File: config.mk
export PLATFORM = sky130hd
export DESIGN_NAME = booth_route_pipe_flat
export DESIGN_NICKNAME = d
export VERILOG_FILES = /design/src/rtl/booth_route_pipe_if.sv /design/src/rtl/booth_route_pipe.sv /design/src/flat_wrapper.sv
export SDC_FILE = /design/constraint.sdc
export NUM_CORES = 2
export LEC_CHECK = 0
export ABC_AREA = 1
export CORE_MARGIN = 5
export CORE_UTILIZATION = 30
export DETAILED_ROUTE_END_ITERATION = 12
export MAX_ROUTING_LAYER = met4
export PLACE_DENSITY = 0.44
export SYNTH_ARGS = -nofsm -noshare
export SYNTH_HDL_FRONTEND = slang
export SYNTH_SLANG_ARGS = --single-unit
File: constraint.sdc
create_clock -name clk -period 37.1 [get_ports clk]
set_input_delay 5.565 -clock clk [delete_from_list [all_inputs] [get_ports clk]]
set_output_delay 5.565 -clock clk [all_outputs]
set_load 0.005 [all_outputs]
File: src/rtl/booth_route_pipe_if.sv
// Bundled data, tap and config signals of booth_route_pipe.
// master drives samples and config; slave is the router side.
interface booth_route_pipe_if #(
  parameter int N  = 32,
  parameter int SW = 3
);
  logic             in_valid;
  logic [N-1:0]     dn2;
  logic [N-1:0]     dp;
  logic [N-1:0]     dpp;
  logic             cfg_we;
  logic [SW-1:0]    cfg_stage;
  logic [N/2-1:0]   cfg_data;
  logic             cfg_commit;
  logic             cfg_ready;
  logic             out_valid;
  logic [N-1:0]     on2;
  logic [N-1:0]     op;
  logic [N-1:0]     opp;
  logic [N/2-1:0]   wn2;
  logic [N/2-1:0]   wp;
  logic [N/2-1:0]   wpp;
  logic             err;

  modport master (
    output in_valid, dn2, dp, dpp, cfg_we, cfg_stage, cfg_data, cfg_commit,
    input  cfg_ready, out_valid, on2, op, opp, wn2, wp, wpp, err
  );

  modport slave (
    input  in_valid, dn2, dp, dpp, cfg_we, cfg_stage, cfg_data, cfg_commit,
    output cfg_ready, out_valid, on2, op, opp, wn2, wp, wpp, err
  );
endinterface

File: src/rtl/booth_route_pipe.sv
// STAGES-deep pipelined butterfly-shuffle router for Booth-digit lane triplets with a
// double-buffered, bank-tagged routing config. ROUTE_ONEHOT_CHK_EN adds input one-hot checking.
module booth_route_pipe #(
  parameter int N      = 32,
  parameter int STAGES = 5,
  parameter int SW     = 3
) (
  input logic               clk,
  input logic               rst,
  booth_route_pipe_if.slave bus
);
  localparam int H  = N / 2;
  localparam int CW = $clog2(STAGES + 1);
  localparam int TW = (STAGES > 1) ? STAGES - 1 : 1;

  logic [H-1:0]  bank_q [2][STAGES];
  logic [H-1:0]  bank_d [2][STAGES];
  logic          activeBank_q, activeBank_d;
  logic [CW-1:0] drainCnt_q, drainCnt_d;

  logic          valid_q [STAGES];
  logic          valid_d [STAGES];
  logic          tag_q   [TW];
  logic          tag_d   [TW];
  logic [N-1:0]  n2_q    [STAGES];
  logic [N-1:0]  n2_d    [STAGES];
  logic [N-1:0]  p_q     [STAGES];
  logic [N-1:0]  p_d     [STAGES];
  logic [N-1:0]  pp_q    [STAGES];
  logic [N-1:0]  pp_d    [STAGES];
  logic [H-1:0]  tapN2_q [STAGES];
  logic [H-1:0]  tapN2_d [STAGES];
  logic [H-1:0]  tapP_q  [STAGES];
  logic [H-1:0]  tapP_d  [STAGES];
  logic [H-1:0]  tapPp_q [STAGES];
  logic [H-1:0]  tapPp_d [STAGES];

  logic          inValid [STAGES];
  logic          inTag   [STAGES];
  logic [N-1:0]  inN2    [STAGES];
  logic [N-1:0]  inP     [STAGES];
  logic [N-1:0]  inPp    [STAGES];
  logic [H-1:0]  inTapN2 [STAGES];
  logic [H-1:0]  inTapP  [STAGES];
  logic [H-1:0]  inTapPp [STAGES];

  logic [N-1:0]  srcN2, srcP, srcPp;
  logic          cfgReady, cfgWrite, cfgCommit;

  // Butterfly k pairs lane k with lane k+H; swap bit set sends the upper lane to the even slot.
  function automatic logic [N-1:0] shuffle(input logic [N-1:0] v, input logic [H-1:0] ctrl);
    logic [N-1:0] r;
    r = '0;
    for (int k = 0; k < H; k++) begin
      r[2*k]   = ctrl[k] ? v[k+H] : v[k];
      r[2*k+1] = ctrl[k] ? v[k]   : v[k+H];
    end
    return r;
  endfunction

`ifdef ROUTE_ONEHOT_CHK_EN
  logic [N-1:0] illegal;
  logic         err_q;

  assign illegal = {N{bus.in_valid}} &
                   ((bus.dn2 & bus.dp) | (bus.dn2 & bus.dpp) | (bus.dp & bus.dpp));
  assign srcN2   = bus.dn2 & ~illegal;
  assign srcP    = bus.dp  & ~illegal;
  assign srcPp   = bus.dpp & ~illegal;

  always_ff @(posedge clk or posedge rst) begin
    if (rst) begin
      err_q <= 1'b0;
    end else begin
      err_q <= err_q | (|illegal);
    end
  end

  assign bus.err = err_q;
`else
  assign srcN2   = bus.dn2;
  assign srcP    = bus.dp;
  assign srcPp   = bus.dpp;
  assign bus.err = 1'b0;
`endif

  // Writes and commits are held off while samples tagged with the old bank are still in flight.
  assign cfgReady  = (drainCnt_q == '0);
  assign cfgWrite  = bus.cfg_we && cfgReady && (int'(bus.cfg_stage) < STAGES);
  assign cfgCommit = bus.cfg_commit && cfgReady;

  always_comb begin
    bank_d = bank_q;
    if (cfgWrite) begin
      bank_d[~activeBank_q][bus.cfg_stage] = bus.cfg_data;
    end
    activeBank_d = activeBank_q ^ cfgCommit;
    if (cfgCommit) begin
      drainCnt_d = CW'(STAGES);
    end else if (drainCnt_q != '0) begin
      drainCnt_d = drainCnt_q - 1'b1;
    end else begin
      drainCnt_d = '0;
    end
  end

  always_comb begin
    inValid[0] = bus.in_valid;
    inTag[0]   = activeBank_q;
    inN2[0]    = srcN2;
    inP[0]     = srcP;
    inPp[0]    = srcPp;
    inTapN2[0] = srcN2[N-1:H];
    inTapP[0]  = srcP[N-1:H];
    inTapPp[0] = srcPp[N-1:H];
    for (int s = 1; s < STAGES; s++) begin
      inValid[s] = valid_q[s-1];
      inTag[s]   = tag_q[s-1];
      inN2[s]    = n2_q[s-1];
      inP[s]     = p_q[s-1];
      inPp[s]    = pp_q[s-1];
      inTapN2[s] = tapN2_q[s-1];
      inTapP[s]  = tapP_q[s-1];
      inTapPp[s] = tapPp_q[s-1];
    end
    for (int s = 0; s < TW; s++) begin
      tag_d[s] = 1'b0;
    end
    // Invalid slots load zeros so the outputs are clean whenever out_valid is low.
    for (int s = 0; s < STAGES; s++) begin
      valid_d[s] = inValid[s];
      if (s < STAGES - 1) begin
        tag_d[s] = inValid[s] & inTag[s];
      end
      n2_d[s]    = inValid[s] ? shuffle(inN2[s], bank_q[inTag[s]][s]) : '0;
      p_d[s]     = inValid[s] ? shuffle(inP[s],  bank_q[inTag[s]][s]) : '0;
      pp_d[s]    = inValid[s] ? shuffle(inPp[s], bank_q[inTag[s]][s]) : '0;
      tapN2_d[s] = inValid[s] ? inTapN2[s] : '0;
      tapP_d[s]  = inValid[s] ? inTapP[s]  : '0;
      tapPp_d[s] = inValid[s] ? inTapPp[s] : '0;
    end
  end

  always_ff @(posedge clk or posedge rst) begin
    if (rst) begin
      for (int b = 0; b < 2; b++) begin
        for (int s = 0; s < STAGES; s++) begin
          bank_q[b][s] <= '0;
        end
      end
      activeBank_q <= 1'b0;
      drainCnt_q   <= '0;
    end else begin
      bank_q       <= bank_d;
      activeBank_q <= activeBank_d;
      drainCnt_q   <= drainCnt_d;
    end
  end

  always_ff @(posedge clk or posedge rst) begin
    if (rst) begin
      for (int s = 0; s < STAGES; s++) begin
        valid_q[s] <= 1'b0;
        n2_q[s]    <= '0;
        p_q[s]     <= '0;
        pp_q[s]    <= '0;
        tapN2_q[s] <= '0;
        tapP_q[s]  <= '0;
        tapPp_q[s] <= '0;
      end
      for (int s = 0; s < TW; s++) begin
        tag_q[s] <= 1'b0;
      end
    end else begin
      valid_q <= valid_d;
      tag_q   <= tag_d;
      n2_q    <= n2_d;
      p_q     <= p_d;
      pp_q    <= pp_d;
      tapN2_q <= tapN2_d;
      tapP_q  <= tapP_d;
      tapPp_q <= tapPp_d;
    end
  end

  assign bus.cfg_ready = cfgReady;
  assign bus.out_valid = valid_q[STAGES-1];
  assign bus.on2       = n2_q[STAGES-1];
  assign bus.op        = p_q[STAGES-1];
  assign bus.opp       = pp_q[STAGES-1];
  assign bus.wn2       = tapN2_q[STAGES-1];
  assign bus.wp        = tapP_q[STAGES-1];
  assign bus.wpp       = tapPp_q[STAGES-1];
endmodule

File: src/flat_wrapper.sv
// flat-port wrapper written by rule: the top's interface ports become plain ports
module booth_route_pipe_flat 
#(
  parameter int N      = 32,
  parameter int STAGES = 5,
  parameter int SW     = 3
)
  (clk, rst, bus_in_valid, bus_dn2, bus_dp, bus_dpp, bus_cfg_we, bus_cfg_stage, bus_cfg_data, bus_cfg_commit, bus_cfg_ready, bus_out_valid, bus_on2, bus_op, bus_opp, bus_wn2, bus_wp, bus_wpp, bus_err);
  booth_route_pipe_if #(.N(N), .SW(SW)) bus_i ();
  input logic clk;
  input logic rst;
  input wire logic [$bits(bus_i.in_valid)-1:0] bus_in_valid;
  input wire logic [$bits(bus_i.dn2)-1:0] bus_dn2;
  input wire logic [$bits(bus_i.dp)-1:0] bus_dp;
  input wire logic [$bits(bus_i.dpp)-1:0] bus_dpp;
  input wire logic [$bits(bus_i.cfg_we)-1:0] bus_cfg_we;
  input wire logic [$bits(bus_i.cfg_stage)-1:0] bus_cfg_stage;
  input wire logic [$bits(bus_i.cfg_data)-1:0] bus_cfg_data;
  input wire logic [$bits(bus_i.cfg_commit)-1:0] bus_cfg_commit;
  output wire logic [$bits(bus_i.cfg_ready)-1:0] bus_cfg_ready;
  output wire logic [$bits(bus_i.out_valid)-1:0] bus_out_valid;
  output wire logic [$bits(bus_i.on2)-1:0] bus_on2;
  output wire logic [$bits(bus_i.op)-1:0] bus_op;
  output wire logic [$bits(bus_i.opp)-1:0] bus_opp;
  output wire logic [$bits(bus_i.wn2)-1:0] bus_wn2;
  output wire logic [$bits(bus_i.wp)-1:0] bus_wp;
  output wire logic [$bits(bus_i.wpp)-1:0] bus_wpp;
  output wire logic [$bits(bus_i.err)-1:0] bus_err;
  assign bus_i.in_valid = bus_in_valid;
  assign bus_i.dn2 = bus_dn2;
  assign bus_i.dp = bus_dp;
  assign bus_i.dpp = bus_dpp;
  assign bus_i.cfg_we = bus_cfg_we;
  assign bus_i.cfg_stage = bus_cfg_stage;
  assign bus_i.cfg_data = bus_cfg_data;
  assign bus_i.cfg_commit = bus_cfg_commit;
  assign bus_cfg_ready = bus_i.cfg_ready;
  assign bus_out_valid = bus_i.out_valid;
  assign bus_on2 = bus_i.on2;
  assign bus_op = bus_i.op;
  assign bus_opp = bus_i.opp;
  assign bus_wn2 = bus_i.wn2;
  assign bus_wp = bus_i.wp;
  assign bus_wpp = bus_i.wpp;
  assign bus_err = bus_i.err;
  booth_route_pipe #(.N(N), .STAGES(STAGES), .SW(SW)) u_core (.clk(clk), .rst(rst), .bus(bus_i));
endmodule
# Word level (Yosys, flattened, before mapping)
# Index checks and enable logic that the tools add are counted.
[totals]
word_cells = 614
out_inout_bits = 147
inputBits = 120
reg_bits = 893
[classes]
n_lt_le_gt_ge = 10
n_addsub = 1
muxes = 532
n_reduce_logical = 7
bitwise_logic = 13
[op_table]
columns = ["operator", "count"]
rows = [
  ["32-bit 2-to-1 mux", 18],
  ["1-bit 2-to-1 mux", 480],
  ["80-bit 2-to-1 mux", 4],
  ["16-bit 2-to-1 mux", 19],
  ["64-bit 2-to-1 mux", 3],
  ["160-bit bitwise mux", 1],
  ["48-bit 2-to-1 mux", 3],
  ["80-bit demux with 1-bit select", 1],
  ["16-bit demux with 3-bit select", 1],
  ["2-bit greater-or-equal comparator (second input constant)", 6],
  ["1-bit inverter with 2-bit output", 6],
  ["3-bit 2-to-1 mux", 2],
  ["1-bit logical AND", 5],
  ["1-bit AND", 4],
  ["4-bit greater-or-equal comparator (second input constant)", 1],
  ["4-bit by 1-bit < comparator with 1-bit output (second input constant)", 1],
  ["3-bit inverter with 4-bit output", 1],
  ["3-bit logical NOT", 1],
  ["3-bit < comparator (second input constant)", 1],
  ["3-bit nonzero test", 1],
  ["3-bit by 1-bit subtractor with 3-bit output (second input constant)", 1],
  ["2-bit by 1-bit < comparator with 1-bit output (second input constant)", 1],
  ["1-bit inverter", 1],
  ["1-bit XOR", 1],
]

# Longest topological paths before layout
[depth]
ltp_word = 8
depth_mapped = 8
depth_no_buf = 6

# Least setup slack after synthesis
# OpenSTA, ideal clock, no wires.
[synth_timing]
path_type = "input to register"
from = "in bus_cfg_stage[1]"
to = "reg u_core.bank_q[100] in the netlist's numbering"
setup_ps = 117
stages = 8
t_required_ps = 36983
setup_slack_ps = 30531
path_buffers = 2
t_arrival_ps = 6452
cell_sequence = "nor2_2 > nor2_1 > nor2_4 > buf_4 > nand2_2 > buf_2 > nand2_1 > nand2_1"
[synth_between]
elab_chain_len = 8
elab_cells_between_ends = 11
cone_classes = "order compare (3); mux (5); bitwise (1); reduce/logical (2)"
[synth_lines]
columns = ["element", "line", "rtl"]
rows = [
  ["start, declared", "flat_wrapper.sv:17", "input wire logic [$bits(bus_i.cfg_stage)-1:0] bus_cfg_stage;"],
  ["3-bit inverter with 4-bit output", "booth_route_pipe.sv:95", "bank_d[~activeBank_q][bus.cfg_stage] = bus.cfg_data;"],
  ["4-bit greater-or-equal comparator (implied by the code) or 4-bit by 1-bit < comparator with 1-bit output (tied branches)", "booth_route_pipe.sv:95", ""],
  ["1-bit logical AND (implied by the code)", "booth_route_pipe.sv:95", ""],
  ["16-bit 2-to-1 mux (implied by the code)", "booth_route_pipe.sv:95", ""],
  ["16-bit demux with 3-bit select", "booth_route_pipe.sv:95", ""],
  ["80-bit 2-to-1 mux (implied by the code)", "booth_route_pipe.sv:95", ""],
  ["80-bit demux with 1-bit select", "booth_route_pipe.sv:95", ""],
  ["160-bit bitwise mux", "booth_route_pipe.sv:95", ""],
  ["end signal, assigned", "booth_route_pipe.sv:154", "bank_q <= bank_d;"],
  ["end, declared", "booth_route_pipe.sv:16", "logic [H-1:0] bank_q [2][STAGES];"],
]
# Several ways; a longest one is shown, not always the timed one.
# A chain may end at the register's enable or synchronous reset.

==> run summary <==
Outcome = completed
H-tree Lvls = 3
Total CTS buffers = 100
CP required = 37,620 ps
Netlist cell types = 21
Clock buffer depth = 3
Worst vdd ir = 0.0000414 V
Reg-to-reg endpoint = u_core.bank_q[138]
Final ANT Viol Nets = 0
Vias in the first global route = 24.3k
Starting density of the core = 30.2%
Fin. Hold Viols = 0
CP dominant cell by count = buf_4
Post-synth top flop = dfrtp_1
DR iter-0 viols = 1,728
Synth Cell Area = 34,500 um^2
Buffers on Ports = 265
Total Routing Usage GR = 18.1%
Largest net degree at the start of global routing = 171
Vias = 25.1k
Reg2Reg Depth = 7
Sw frac = 33.3%
Syn Area/Cell = 9.04 um^2
Worst Max-Slew Pin Slew = 1030 ps
I/O pin total = 267
# rows = 124
Number of nets in the layout = 4,177
Worst setup SP type = input port
Final Wtd Congestion = 0.825
Setup Buffers After CTS = 0
Largest stage delay on the critical path = 890 ps
Skew final = 24.9 ps
Via/cell ratio = 4.44
Clock power share = 32.6%
Syn Inst Count = 3,820
RSZ-0062 raised after global routing = false
Worst Setup End Kind = async pin
Pleak = 21.3 nW
CP Data Arrival Time = 10,760 ps
Final worst-path cycle share = 27.6%
Fin Setup TNS = 0 ps
Sequential cell area fraction in the yosys report = 64.7%
Internal = 0.00208 W
Grt total ovfl = 0
Post-synth EDFFs = 0
Core Box Area = 114,000 um^2
Reg2reg setup slack = 34,580 ps
Hold EP = u_core.inTapP[41]
Hold Startpoint = u_core.inTapP[57]
Synth top area share = 64.7%
Reg clk slew, reported paths = 60 ps
Pwr Total = 0.00312 W
Hold path cells = 2
Hold Crit Class = flop to flop
CP Class = input port to async pin
Final Slew Violations = 0
R2r startpoint = u_core.drainCnt_q[1]
Synth top cells by count = nor2_1, dfrtp_1, nand2_1
Post-synth ARST share = 100%
Area leader, netlist = dfrtp_1
Ys Warns = 0
Proportion of layout cells with a drive suffix above 1 = 6.05%
First-pass GRT wire length = 161,000 um
Gate power share = 23.7%
Power Dens Cells = 74.2 nW/um^2
Clk root buf = clkbuf_16
CTS sink count = 893
Crit path cell chain = clkdlybuf4s50_1 -> inv_8 -> buf_4 -> buf_4 -> buf_4 -> buf_4 -> buf_4
Worst-path cell with the longest stage delay = buf_4
Syn_nets = 3,940
Sequential share of power = 43.7%
Net switching power = 0.00104 W
Drc violations = 0
Ranking of synthesized cells by area = dfrtp_1, nor2_1, nand2_1, o21ai_0, inv_1
Crit Path Max Fanout = 107
Die Wd = 349 um
Minimum clock period after layout = 10,240 ps
Post-cts sizing count = 0
Worst skew pair latency = 670 ps
Yosys reg bits = 893
Die Span Y = 349 um
Final Setup Violations = 0
Max cap viols = 0
Routed length per placed instance = 19.0 um
Top-count cell post-synth = nor2_1
Fmax = 0.0977 GHz
TritonCTS clock tree = done
Worst slew margin = 30.8%
Area grow syn2layout = 21.8%
Total die area = 122,000 um^2
Pre-antenna DRT Iters = 5
Hold buffers post-CTS = 0
Initial antenna violation count = 16
Detailed Place HPWL = 77,100 um
WL final = 107,000 um
## layout make-up
type	count	area (um^2)
Antenna cell	17	42.5
Timing Repair Buffer	290	2850
Sequential cell	893	22400
Inverter	392	1480
Multi-Input combinational cell	2380	10000
Fill cell	11600	72300
Tap cell	1512	1890
Clock inverter	35	450
Clock buffer	145	2960
## metal layers
metal	track usage [%]	vias up	wire, um
li1	-	12300	-
met3	3.68	149	5800
met4	4.68	0	2920
met2	27.7	591	48500
met5	-	-	0
met1	24.7	12100	50200
## stage by stage
step	instances	setup slack, ps	util (%)	area [um^2]	hold WS (ps)
4_1_cts	5647	26570	36.8	42000	426
5_1_grt	5662	25920	36.8	42100	448
2_1_floorplan	3820	6430	-	34500	349
6_report	5664	26860	36.8	42100	419
3_3_place_gp	5467	25830	33.8	38600	414
3_5_place_dp	5467	25820	33.8	38600	418
## registers in the layout (all words and copies together), names as in the netlist, 3 cells and up
signal,count
u_core.inPp,128
u_core.inTapPp,64
u_core.inN2,128
u_core.inTapN2,64
u_core.bus.wn2,16
u_core.bus.wp,16
u_core.bus.on2,32
u_core.bus.op,32
u_core.drainCnt_q,3
u_core.bus.opp,32
u_core.inP,128
u_core.bus.wpp,16
u_core.inTag,4
u_core.inTapP,64
u_core.inValid,4
u_core.bank_q,160
## worst max-delay path: cells and delay by family
family	cells	cell delay, ps
buf+inv	7	4970
## how the worst max path moves through the flow
| stage | start | to | slack, ps | cells past startpoint |
|---|---|---|---|---|
| after floorplan | rst | u_core.activeBank_q | 6430 | 1 |
| after global placement | rst | u_core.inValid[1] | 25830 | 7 |
| after detailed placement | rst | u_core.inValid[1] | 25820 | 7 |
| after CTS | rst | u_core.inValid[1] | 26570 | 7 |
| after global routing | rst | u_core.inValid[1] | 25920 | 7 |
| final | rst | u_core.inValid[1] | 26860 | 7 |
## cells in the final DEF, fill, tap and decap left out, types with 9 or more instances in the layout
| master | instances |
|---|---|
| bufinv_16 | 9 |
| clkbuf_16 | 102 |
| clkbuf_1 | 18 |
| nand2_1 | 689 |
| o21ai_2 | 39 |
| nor2_2 | 11 |
| o21ai_1 | 38 |
| o21ai_0 | 469 |
| clkbuf_8 | 25 |
| buf_4 | 25 |
| diode_2 | 17 |
| clkinv_2 | 17 |
| nor2_1 | 962 |
| clkdlybuf4s50_1 | 264 |
| nand3_1 | 162 |
| dfrtp_1 | 889 |
| inv_1 | 390 |
## logic make-up (layout without fill, tap and decap cells)
family                 count (synthesis)  in the layout  synth area share [%]
AND/OR/NAND/NOR                     1832           1832                  20.7
flip-flops                           893            893                  64.7
buffers and inverters                547            862                  6.27
AO/OA/AOI/OAI                        546            546                  8.34
other                                  1             18                0.0109
XOR/XNOR                               1              1                0.0254
## power by group through the flow
stage | Combinational, W | Clock [W] | Sequential (W)
3_5_place_dp | 0.000752 | 0 | 0.00138
3_3_place_gp | 0.000743 | 0 | 0.00138
4_1_cts | 0.000756 | 0.00105 | 0.00136
6_report | 0.000739 | 0.00102 | 0.00136
2_1_floorplan | 0.000458 | 0 | 0.00132
5_1_grt | 0.000844 | 0.00109 | 0.00139
(Power assumes the default switching activity.)
